### config.mk
export PLATFORM = sky130hd
export DESIGN_NAME = exu_stage
export DESIGN_NICKNAME = d
export VERILOG_FILES = /design/src/rtl/exu_stage_pkg.sv /design/src/rtl/exu_stage_alu.sv /design/src/rtl/exu_stage.sv
export SDC_FILE = /design/constraint.sdc
export NUM_CORES = 1
export LEC_CHECK = 0
export CAP_MARGIN = 20
export CORE_ASPECT_RATIO = 0.8
export CORE_MARGIN = 2
export CORE_UTILIZATION = 54
export CTS_BUF_LIST = sky130_fd_sc_hd__clkbuf_8
export CTS_CLUSTER_SIZE = 16
export DETAILED_ROUTE_END_ITERATION = 10
export MAX_ROUTING_LAYER = met4
export PLACE_DENSITY = 0.86
export SETUP_SLACK_MARGIN = 0.15
export SLEW_MARGIN = 20
export SYNTH_ARGS = -nofsm -noshare
export SYNTH_HDL_FRONTEND = slang
export SYNTH_SLANG_ARGS = --single-unit
### constraint.sdc
create_clock -name clk -period 6.3 [get_ports clk]
set_input_delay 1.26 -clock clk [delete_from_list [all_inputs] [get_ports clk]]
set_output_delay 1.26 -clock clk [all_outputs]
set_load 0.01 [all_outputs]
### src/rtl/exu_stage_pkg.sv
// Shared definitions for the RV32I execute stage: widths, instruction kinds,
// ALU funct3 codes and the operand-register bundle layout.
package exu_stage_pkg;

  localparam int XLEN = 32;
  localparam int RA_W = 5;

  localparam logic [2:0] KIND_OP    = 3'd0;
  localparam logic [2:0] KIND_OPIMM = 3'd1;
  localparam logic [2:0] KIND_LUI   = 3'd2;
  localparam logic [2:0] KIND_AUIPC = 3'd3;
  localparam logic [2:0] KIND_LINK  = 3'd4;

  localparam logic [2:0] F3_ADD  = 3'd0;
  localparam logic [2:0] F3_SLL  = 3'd1;
  localparam logic [2:0] F3_SLT  = 3'd2;
  localparam logic [2:0] F3_SLTU = 3'd3;
  localparam logic [2:0] F3_XOR  = 3'd4;
  localparam logic [2:0] F3_SR   = 3'd5;
  localparam logic [2:0] F3_OR   = 3'd6;
  localparam logic [2:0] F3_AND  = 3'd7;

  localparam logic [6:0] FUNCT7_SUB  = 7'h20;
  localparam logic [6:0] FUNCT7_NONE = 7'h00;

  typedef struct packed {
    logic [XLEN-1:0] pc;
    logic [XLEN-1:0] rs1;
    logic [XLEN-1:0] rs2;
    logic [XLEN-1:0] imm;
    logic [2:0]      funct3;
    logic [6:0]      funct7;
    logic [2:0]      kind;
    logic [RA_W-1:0] rd;
    logic            wen;
  } a_entry_t;

endpackage

### src/rtl/exu_stage_alu.sv
// Combinational RV32I integer ALU; funct7 == SUB selects subtract / arithmetic shift.
module exu_stage_alu
  import exu_stage_pkg::*;
(
  input  logic [2:0]      funct3,
  input  logic [6:0]      funct7,
  input  logic [XLEN-1:0] op_a,
  input  logic [XLEN-1:0] op_b,
  output logic [XLEN-1:0] result
);

  logic                   alt;
  logic [4:0]             shamt;
  logic signed [XLEN-1:0] sra_v;
  logic [XLEN-1:0]        srl_v;

  always_comb begin
    alt    = (funct7 == FUNCT7_SUB);
    shamt  = op_b[4:0];
    sra_v  = $signed(op_a) >>> shamt;
    srl_v  = op_a >> shamt;
    result = '0;
    case (funct3)
      F3_ADD:  result = alt ? (op_a - op_b) : (op_a + op_b);
      F3_SLL:  result = op_a << shamt;
      F3_SLT:  result = {{(XLEN-1){1'b0}}, ($signed(op_a) < $signed(op_b))};
      F3_SLTU: result = {{(XLEN-1){1'b0}}, (op_a < op_b)};
      F3_XOR:  result = op_a ^ op_b;
      F3_SR:   result = alt ? sra_v : srl_v;
      F3_OR:   result = op_a | op_b;
      F3_AND:  result = op_a & op_b;
      default: result = '0;
    endcase
  end

endmodule

### src/rtl/exu_stage.sv
// Two-register execute stage: A holds the decoded operand bundle, B holds the
// result bundle for writeback. Full throughput, back-pressure, synchronous flush.
module exu_stage
  import exu_stage_pkg::*;
(
  input  logic            clk,
  input  logic            rst,
  input  logic            in_valid,
  output logic            in_ready,
  input  logic [XLEN-1:0] in_pc,
  input  logic [XLEN-1:0] in_rs1,
  input  logic [XLEN-1:0] in_rs2,
  input  logic [XLEN-1:0] in_imm,
  input  logic [2:0]      in_funct3,
  input  logic [6:0]      in_funct7,
  input  logic [2:0]      in_kind,
  input  logic [RA_W-1:0] in_rd,
  input  logic            in_wen,
  input  logic            flush,
  output logic            out_valid,
  input  logic            out_ready,
  output logic [XLEN-1:0] out_result,
  output logic [RA_W-1:0] out_rd,
  output logic            out_wen
);

  // Handshake: a transfer happens on a rising edge where valid and ready are
  // both high; the producer holds payload while valid & ~ready.

  a_entry_t        a_q, a_d;
  logic            a_valid_q, a_valid_d;
  logic            b_valid_q, b_valid_d;
  logic [XLEN-1:0] b_result_q, b_result_d;
  logic [RA_W-1:0] b_rd_q, b_rd_d;
  logic            b_wen_q, b_wen_d;

  logic            a_adv;
  logic            in_fire;
  logic [2:0]      alu_f3;
  logic [6:0]      alu_f7;
  logic [XLEN-1:0] alu_a, alu_b, alu_res, link_sum, stage_res;

  always_comb begin
    alu_a  = a_q.rs1;
    alu_b  = a_q.rs2;
    alu_f3 = a_q.funct3;
    alu_f7 = a_q.funct7;
    case (a_q.kind)
      KIND_OPIMM: begin
        alu_b  = a_q.imm;
        // Only SRAI carries a real funct7 bit (imm[10]); ADDI must never subtract.
        alu_f7 = (a_q.funct3 == F3_SR && a_q.imm[10]) ? FUNCT7_SUB : FUNCT7_NONE;
      end
      KIND_AUIPC: begin
        alu_a  = a_q.pc;
        alu_b  = a_q.imm;
        alu_f3 = F3_ADD;
        alu_f7 = FUNCT7_NONE;
      end
      default: ;
    endcase
  end

  exu_stage_alu u_alu (
    .funct3 (alu_f3),
    .funct7 (alu_f7),
    .op_a   (alu_a),
    .op_b   (alu_b),
    .result (alu_res)
  );

  always_comb begin
    link_sum = a_q.pc + XLEN'(4);
    case (a_q.kind)
      KIND_LUI:  stage_res = a_q.imm;
      KIND_LINK: stage_res = link_sum;
      default:   stage_res = alu_res;
    endcase
  end

  always_comb begin
    a_adv    = a_valid_q & (~b_valid_q | out_ready);
    in_ready = ~flush & (~a_valid_q | a_adv);
    in_fire  = in_valid & in_ready;

    a_valid_d = flush ? 1'b0 : (in_fire | (a_valid_q & ~a_adv));
    b_valid_d = flush ? 1'b0 : (a_adv | (b_valid_q & ~out_ready));

    a_d = a_q;
    if (in_fire) begin
      a_d.pc     = in_pc;
      a_d.rs1    = in_rs1;
      a_d.rs2    = in_rs2;
      a_d.imm    = in_imm;
      a_d.funct3 = in_funct3;
      a_d.funct7 = in_funct7;
      a_d.kind   = in_kind;
      a_d.rd     = in_rd;
      a_d.wen    = in_wen;
    end

    b_result_d = b_result_q;
    b_rd_d     = b_rd_q;
    b_wen_d    = b_wen_q;
    if (a_adv) begin
      b_result_d = stage_res;
      b_rd_d     = a_q.rd;
      b_wen_d    = a_q.wen & (a_q.rd != '0);
    end
  end

  always_ff @(posedge clk or posedge rst) begin
    if (rst) begin
      a_q        <= '0;
      a_valid_q  <= 1'b0;
      b_valid_q  <= 1'b0;
      b_result_q <= '0;
      b_rd_q     <= '0;
      b_wen_q    <= 1'b0;
    end else begin
      a_q        <= a_d;
      a_valid_q  <= a_valid_d;
      b_valid_q  <= b_valid_d;
      b_result_q <= b_result_d;
      b_rd_q     <= b_rd_d;
      b_wen_q    <= b_wen_d;
    end
  end

  assign out_valid  = b_valid_q;
  assign out_result = b_result_q;
  assign out_rd     = b_rd_q;
  assign out_wen    = b_wen_q;

endmodule

==> run summary, run 1 <==
- status: complete, no violations
- most common cell after layout, fill and taps aside: sky130_fd_sc_hd__nand2_1
- net switching fraction of the power: 53.7%
- number of hold buffers added after CTS: 0
- overall die area: 33200 sq um
- classification of the worst setup path: reg2reg
- unique cell type count in the Yosys netlist: 90
- highest-count cells in the layout ignoring fill and taps: sky130_fd_sc_hd__nand2_1, sky130_fd_sc_hd__clkdlybuf4s50_1, sky130_fd_sc_hd__dfrtp_1
- buffers added on ports: 191
- FF+latch count, synth: 187
- overall routed net length: 83300 microns
- number of antenna violations at the first check in global routing: 5
- Clk network pwr share: 12.2%
- number of endpoints with negative hold slack in the final report: 0
- clock tree from TritonCTS: built
- WP data arrival: 5.90 ns
- via-per-instance ratio: 7.21
- standby leakage power: 8.38 nW
- final worst path period share: 86.9%
- transition time at the pin with the least slew margin: 1.25 ns
- count of fill cells added during filler insertion: 2582
- WP depth: 16
- pins over their slew limit: 0
- RePlAce Congestion: 1.10
- sequential group share of total power: 24.1%
- sequence of cells on the critical path: nand3b_1, mux2i_1, inv_1, ha_1, inv_1, fa_1, o21bai_1, a2111o_1, a21oi_1, o21ai_0, a41oi_1, o41a_1, a31o_2, o21a_1, o21ai_0, a21oi_1
- largest net degree at the start of global routing: 176
- Critical Path Start Type: register
- power share of the combinational group: 63.7%
- Final nets: 2411
- register area share after synthesis: 27.3%
- vertical die dimension: 163 microns
- asr flop ratio synth: 100%
- RSZ-0062 raised after global routing: no
- cell area after synthesis: 17200 sq um
- # Max-Cap Violations: 0
- Hold Path Stages: 2
- DR vias: 18700
- maximum fanout encountered on the critical timing path: 9
- number of buffers and inverters on the critical path: 2
- Clock Sink Count: 187
- via count of the first global-routing pass: 17400
- later-pin clock latency in the skew report: 0.55 ns
- critical path capture point type: register
- layout cell share with drive strength beyond 1: 13.6%
- number of placed I/O pins: 192
- worst setup slack before clock tree synthesis: 1.16 ns
- die width: 203 microns
- slowest stage delay, CP: 0.62 ns
- Clock Path Buffers: 2
- aggregate negative setup slack: 0 ns
- average wire per standard cell: 32.1 microns
- path class of the lowest-slack min-delay path: reg2reg
- length of the first detailed-routing pass in iterations: 8
- Mapped Cells: 2058
- Fmax achieved: 0.183 GHz
- Remaining DRCs: 0
- final HPWL from detailed placement: 62500 microns
- number of gates resized after CTS: 0
- mean instance size in the synthesized netlist: 8.34 sq um
- power density normalized to cell area: 362 nW/um^2
- clock transition at the register clock pins on the worst setup and hold paths after CTS: 0.13 ns
- WHS: 0.500 ns
- leftover overflow at the end of global routing: 0
- Setup Buffers After CTS: 0
- H-Tree Depth: 4
- area inside the core boundary: 31400 sq um
- cells on worst reg2reg path: 16
- Initial DRC Count: 3383
- final worst path period need: 5.48 ns
- remaining max-slew budget at the tightest pin: 16.8%
- net switching power: 3.85 mW
- IR drop worst, VDD: 0.000252 V
- number of routed nets with antenna violations: 0
- EDFF count, synth: 0
- number of standard-cell rows in the floorplan: 58
- internal power of the cells: 3.33 mW
- smallest setup slack after layout: 0.823 ns
- cts bufs inserted: 17
- setup violators final: 0
- buffer cell driving the clock tree root: sky130_fd_sc_hd__clkbuf_8
- most frequently used flop master after synthesis: sky130_fd_sc_hd__dfrtp_1
- Starting Density: 54.8%
- Layout Skew: 0.0288 ns
- power consumption: 7.18 mW
- gate family responsible for the most delay along the worst path: compound AO/OA/AOI/OAI gates
- wire length of the first global-routing pass: 119000 microns
- cell with the largest stage delay on the worst path: sky130_fd_sc_hd__nand3b_1
- critical path required time: 6.72 ns
- synthesis-to-layout area growth: 15.3%
- total number of yosys warnings: 0
- All-Layer GR Usage: 50.9%
- nets in the synthesized netlist: 2309
==> tightest hold or removal path: stages (launching register included) <==
cell and delay [ns]:
sky130_fd_sc_hd__dfrtp_1 0.37, sky130_fd_sc_hd__nand2_1 0.06, sky130_fd_sc_hd__nand2_1 0.06
==> layout make-up <==
| class | instances | area (sq um) | share of cell area (%) |
|---|---|---|---|
| repair buffers | 233 | 2260 | 11.4 |
| inverters | 96 | 367 | 1.85 |
| diodes | 6 | 15.0 | 0.0758 |
| clock buffers | 17 | 234 | 1.18 |
| flip-flops and latches | 187 | 4680 | 23.6 |
| well taps | 420 | 526 | 2.65 |
| multi-input cells | 1625 | 11500 | 58.3 |
| clock inverters | 15 | 178 | 0.897 |
==> kinds of logic (layout without fill, tap and decap cells) <==
logic type / after synthesis / count (layout) / share of synthesized area (%)
other: 0 / 6 / 0
adders and majority gates: 99 / 99 / 7.30
xor gates and xnor gates: 52 / 52 / 2.65
and+or+nand+nor: 590 / 590 / 15.2
DFF: 187 / 187 / 27.3
AOI/OAI and AO/OA: 587 / 587 / 22.2
buffers and inverters: 246 / 361 / 5.79
muxes: 297 / 297 / 19.6
==> cell usage after synthesis, types with 8 or more instances <==
master                        n  area share (%)
sky130_fd_sc_hd__xor2_1      23             1.2
sky130_fd_sc_hd__xnor2_1     29             1.5
sky130_fd_sc_hd__dfrtp_1    187              27
sky130_fd_sc_hd__a2111oi_0    8            0.41
sky130_fd_sc_hd__nor3_1      31            0.90
sky130_fd_sc_hd__clkbuf_1   116             2.5
sky130_fd_sc_hd__a311oi_1     9            0.46
sky130_fd_sc_hd__nand3_1     30            0.87
sky130_fd_sc_hd__nor2b_1      9            0.33
sky130_fd_sc_hd__inv_1       90             2.0
sky130_fd_sc_hd__a31oi_1     24            0.87
sky130_fd_sc_hd__a22oi_1      9            0.39
sky130_fd_sc_hd__nor2_1     167             3.7
sky130_fd_sc_hd__ha_1        97             7.1
sky130_fd_sc_hd__mux2i_1    108             6.3
sky130_fd_sc_hd__nor4_1      15            0.55
sky130_fd_sc_hd__o21ai_0    132             3.8
sky130_fd_sc_hd__nand2_1    259             5.7
sky130_fd_sc_hd__a221oi_1    38             1.9
sky130_fd_sc_hd__a21oi_1    170             5.0
sky130_fd_sc_hd__a221o_1     13            0.76
sky130_fd_sc_hd__or3_1        8            0.29
sky130_fd_sc_hd__o221ai_1     9            0.46
sky130_fd_sc_hd__o2111ai_1    8            0.41
sky130_fd_sc_hd__o211ai_1    24             1.0
sky130_fd_sc_hd__nand4_1      9            0.33
sky130_fd_sc_hd__nand2b_1    10            0.36
sky130_fd_sc_hd__o31ai_1      9            0.39
sky130_fd_sc_hd__and3_1      10            0.36
sky130_fd_sc_hd__o21bai_1    16            0.70
sky130_fd_sc_hd__o22ai_1     22            0.80
sky130_fd_sc_hd__a21o_1       9            0.39
sky130_fd_sc_hd__mux4_2      13             1.7
sky130_fd_sc_hd__buf_2       18            0.52
sky130_fd_sc_hd__and2_1      11            0.40
sky130_fd_sc_hd__mux2_2     173              11
sky130_fd_sc_hd__a211oi_1    29             1.3
==> through the flow <==
stage	std cells	instance area [sq um]	utilization, %
floorplan	2058	17200	-
global placement	2561	19400	61.8
detailed placement	2561	19400	61.8
CTS	2593	19800	63.1
global route	2599	19800	63.2
finish	2599	19800	63.2
==> layer usage <==
metal  GRT usage, %  wire length, microns
met1           63.2                 31200
met2           67.7                 32300
met3           24.2                 14300
met4           27.1                  5590
met5              -                     0
==> flip-flops by register name (all words and copies together) (netlist names) <==
signal,cells
a_q,147
a_valid_q,1
out_rd,5
out_result,32
out_valid,1
out_wen,1
==> path summary, 6_finish.rpt <==
kind	from	endpoint	slack, ns
min	out_rd[1]$_DFFE_PP0P_	out_rd[1]$_DFFE_PP0P_	0.50
max	a_q[8]$_DFFE_PP0P_	out_result[24]$_DFFE_PP0P_	0.82
min in group asynchronous	rst	out_rd[2]$_DFFE_PP0P_	1.03
max in group asynchronous	rst	a_q[19]$_DFFE_PP0P_	4.02
max reg2reg	a_q[8]$_DFFE_PP0P_	out_result[24]$_DFFE_PP0P_	0.82
min reg2reg	out_rd[1]$_DFFE_PP0P_	out_rd[1]$_DFFE_PP0P_	0.50
==> power by group through the flow <==
| stage | combinational [mW] | clock [mW] | sequential, mW |
|---|---|---|---|
| detailed placement | 4.26 | 0 | 1.72 |
| finish | 4.57 | 0.879 | 1.73 |
| global placement | 4.25 | 0 | 1.71 |
| CTS | 4.29 | 0.873 | 1.70 |
| floorplan | 2.71 | 0 | 1.62 |
| global route | 4.72 | 0.909 | 1.74 |
Power figures use the tool's default switching activity.
==> run 2, diff against run 1 <==
--- a/config.mk
+++ b/config.mk
@@ -18,4 +18,5 @@
 export SLEW_MARGIN = 20
 export SYNTH_ARGS = -nofsm -noshare
 export SYNTH_HDL_FRONTEND = slang
+export SYNTH_HIERARCHICAL = 1
 export SYNTH_SLANG_ARGS = --single-unit
==> run 2 against run 1 <==
  * Hold slack worse by 0.0086 ns
  * Sequential cell count stayed put
  * Non-clock buffer count is 14 higher
  * Critical path type unchanged
  * Largest power group unchanged
  * Highest routed layer unchanged
==> run summary, run 2 <==
- status: complete, no violations
- Clock Sink Count: 187
- Starting Density: 54.7%
- Top Usage Layer GRT: met2
- WP depth: 19
- most frequently used flop master after synthesis: sky130_fd_sc_hd__dfrtp_1
- number of endpoints with negative hold slack in the final report: 0
- pins over their slew limit: 0
- final HPWL from detailed placement: 58300 microns
- overall die area: 34300 sq um
- cells on worst reg2reg path: 19
- mean instance size in the synthesized netlist: 8.70 sq um
- sequence of cells on the critical path: nand2b_4, buf_4, mux2_2, inv_1, ha_1, nor4_1, buf_4, nand2_1, a2111oi_0, nor4_1, buf_4, a221oi_1, buf_4, o2111ai_1, mux2i_1, nand3_1, nor2b_1, a2111oi_0, a211oi_1
- path class of the lowest-slack min-delay path: reg2reg
- dominant cell by count in the synthesized netlist: sky130_fd_sc_hd__nor2_1
- via-per-instance ratio: 6.92
- area of all sequential standard cells: 4680 sq um
- Mapped Cells: 2038
- GRT met2 Usage: 63.5%
- layout cell share with drive strength beyond 1: 17.4%
- net switching fraction of the power: 51.8%
- wire length of the first global-routing pass: 112000 microns
- count of fill cells added during filler insertion: 2713
- standby leakage power: 8.41 nW
- endpoint of the worst setup timing path: out_result[29]$_DFFE_PP0P_
- largest cells by area after synthesis: sky130_fd_sc_hd__dfrtp_1, sky130_fd_sc_hd__mux2_2, sky130_fd_sc_hd__ha_1
- buffer cell driving the clock tree root: sky130_fd_sc_hd__clkbuf_8
- Remaining DRCs: 0
- clock tree from TritonCTS: built
- FF+latch count, synth: 187
- transition time at the pin with the least slew margin: 1.21 ns
- post-route design area: 20500 sq um
- number of antenna violations at the first check in global routing: 10
- area share of the largest cell type after synthesis: 26.4%
- number of hold buffers added after CTS: 0
- Layout Skew: 0.0243 ns
- launching instance or port of the critical path: a_q[8]$_DFFE_PP0P_
- final worst path period share: 93.1%
- capture instance of the worst register-to-register path: out_result[29]$_DFFE_PP0P_
- cell area after synthesis: 17700 sq um
- register area share after synthesis: 26.4%
- slack of the worst reg-to-reg path: 0.43 ns
- setup violators final: 0
- synthesis-to-layout area growth: 15.7%
- aggregate negative setup slack: 0 ns
- GR Layer Usage met1: 57.9%
- asr flop ratio synth: 100%
- largest net degree at the start of global routing: 148
- unique cell type count in the Yosys netlist: 81
- cell with the largest stage delay on the worst path: sky130_fd_sc_hd__a2111oi_0
- number of routed nets with antenna violations: 0
- max reg flops: 147
- number of placed I/O pins: 192
- average wire per standard cell: 29.2 microns
- Initial DRC Count: 2609
- vertical die dimension: 166 microns
- RePlAce Congestion: 1.02
- DR vias: 18000
- Most flops, register: a_q
- met3 usage: 15.4%
- Synth top cells by count: sky130_fd_sc_hd__nor2_1, sky130_fd_sc_hd__mux2_2, sky130_fd_sc_hd__dfrtp_1
- via count of the first global-routing pass: 17400
- overall routed net length: 76200 microns
- combined area of the multi-input logic cells: 12000 sq um
- highest-count cells in the layout ignoring fill and taps: sky130_fd_sc_hd__mux2_2, sky130_fd_sc_hd__nor2_1, sky130_fd_sc_hd__clkdlybuf4s50_1
- area inside the core boundary: 32400 sq um
- clock transition at the register clock pins on the worst setup and hold paths after CTS: 0.12 ns
- WP data arrival: 6.23 ns
- IR drop worst, VDD: 0.000179 V
- buffers added on ports: 191
- Final nets: 2408
- Clock Path Buffers: 2
- die width: 207 microns
- total number of yosys warnings: 6
- power density normalized to cell area: 360 nW/um^2
- All-Layer GR Usage: 45.5%
- gate family responsible for the most delay along the worst path: compound AO/OA/AOI/OAI gates
- net switching power: 3.82 mW
- remaining max-slew budget at the tightest pin: 18.2%
- classification of the worst setup path: reg2reg
- # Max-Cap Violations: 0
- RSZ-0062 raised after global routing: yes
- later-pin clock latency in the skew report: 0.51 ns
- reg-to-reg startpoint: a_q[8]$_DFFE_PP0P_
- internal power of the cells: 3.56 mW
- critical path capture point type: register
- Clk network pwr share: 11.2%
- sequential group share of total power: 23.0%
- slowest stage delay, CP: 0.83 ns
- critical path required time: 6.66 ns
- Yosys top cell by area: sky130_fd_sc_hd__dfrtp_1
- leftover overflow at the end of global routing: 0
- nets in the synthesized netlist: 2290
- power share of the combinational group: 65.8%
- length of the first detailed-routing pass in iterations: 7
- Fmax achieved: 0.170 GHz
- H-Tree Depth: 4
- placed cell area: 20000 sq um
- cts bufs inserted: 17
- final worst path period need: 5.87 ns
- EDFF count, synth: 0
- most frequent CP cell: sky130_fd_sc_hd__buf_4
- number of buffers and inverters on the critical path: 5
- maximum fanout encountered on the critical timing path: 16
- Critical Path Start Type: register
- number of standard-cell rows in the floorplan: 59
[run 2: changes by cell type after synthesis, sizes merged, moves of 10 or more]
cell,change
nor2,+44
mux2i,-41
buf,+19
mux4,+36
nand2,-117
clkbuf,-21
inv,+22
o21ai,+12
nand4,+14
a21oi,-23
a221o,-10
mux2,+36
[run 2: worst reg2reg max path: stages (launching register included)]
cell and delay, ns:
sky130_fd_sc_hd__dfrtp_1 0.68, sky130_fd_sc_hd__nand2b_4 0.48, sky130_fd_sc_hd__buf_4 0.33, sky130_fd_sc_hd__mux2_2 0.39, sky130_fd_sc_hd__inv_1 0.08, sky130_fd_sc_hd__ha_1 0.36, sky130_fd_sc_hd__nor4_1 0.31, sky130_fd_sc_hd__buf_4 0.19
sky130_fd_sc_hd__nand2_1 0.05, sky130_fd_sc_hd__a2111oi_0 0.83, sky130_fd_sc_hd__nor4_1 0.11, sky130_fd_sc_hd__buf_4 0.20, sky130_fd_sc_hd__a221oi_1 0.32, sky130_fd_sc_hd__buf_4 0.20, sky130_fd_sc_hd__o2111ai_1 0.17, sky130_fd_sc_hd__mux2i_1 0.20
sky130_fd_sc_hd__nand3_1 0.16, sky130_fd_sc_hd__nor2b_1 0.18, sky130_fd_sc_hd__a2111oi_0 0.41, sky130_fd_sc_hd__a211oi_1 0.08
[run 2: routing by layer]
| layer | vias to the layer above | wire length, microns |
|---|---|---|
| li1 | 7783 | - |
| met1 | 8787 | 30100 |
| met2 | 1239 | 32900 |
| met3 | 218 | 9020 |
| met4 | 0 | 4160 |
| met5 | - | 0 |
[run 2: how the worst min path moves through the flow]
stage | start | to | cells past startpoint
after floorplan | a_q[5]$_DFFE_PP0P_ | out_rd[4]$_DFFE_PP0P_ | 2
after global placement | out_rd[2]$_DFFE_PP0P_ | out_rd[2]$_DFFE_PP0P_ | 2
after detailed placement | out_rd[2]$_DFFE_PP0P_ | out_rd[2]$_DFFE_PP0P_ | 2
after CTS | out_rd[2]$_DFFE_PP0P_ | out_rd[2]$_DFFE_PP0P_ | 2
after global routing | out_result[2]$_DFFE_PP0P_ | out_result[2]$_DFFE_PP0P_ | 2
final | out_rd[2]$_DFFE_PP0P_ | out_rd[2]$_DFFE_PP0P_ | 2
[run 2: timing repair]
| action | in CTS | in global routing |
|---|---|---|
| buffers inserted | 0 | 3 |
| resized for setup | 0 | 2 |
| setup endpoints to repair | 0 | 7 |
[run 2: area by class of cell]
cell class	count	area share, %
Tap cell	427	2.61
Inverter	122	2.25
Timing Repair Buffer	247	11.6
Clock inverter	14	0.714
Sequential cell	187	22.8
Multi-Input combinational cell	1581	58.7
Antenna cell	9	0.110
Clock buffer	18	1.21
[run 2: logic make-up (layout without fill, tap and decap cells)]
group,count (synthesis),in the layout,share of synthesized area [%]
other,0,9,0
AOI/OAI and AO/OA,561,561,20.6
adders and majority gates,100,100,7.14
buffers and inverters,270,401,5.96
and+or+nand+nor,552,552,14.4
DFF,187,187,26.4
xor gates and xnor gates,40,40,1.98
muxes,328,328,23.5
[run 2: power by group through the flow]
| stage | clock network (mW) | registers [mW] | logic, mW |
|---|---|---|---|
| after floorplan | 0 | 1.61 | 3.01 |
| after global placement | 0 | 1.69 | 4.61 |
| after detailed placement | 0 | 1.70 | 4.63 |
| after CTS | 0.830 | 1.68 | 4.65 |
| after global routing | 0.877 | 1.71 | 5.09 |
| final | 0.825 | 1.69 | 4.86 |
[run 2: stage by stage]
stage               hold slack (ns)  setup WS (ns)  utilization [%]  power (mW)  instances
floorplan                     0.447           1.28                -        4.62       2038
global placement              0.459          0.400             61.8        6.30       2560
detailed placement            0.468          0.295             61.8        6.33       2560
CTS                           0.493          0.255             63.1        7.17       2592
global route                  0.519         0.0711             63.3        7.68       2605
finish                        0.491          0.433             63.3        7.38       2605
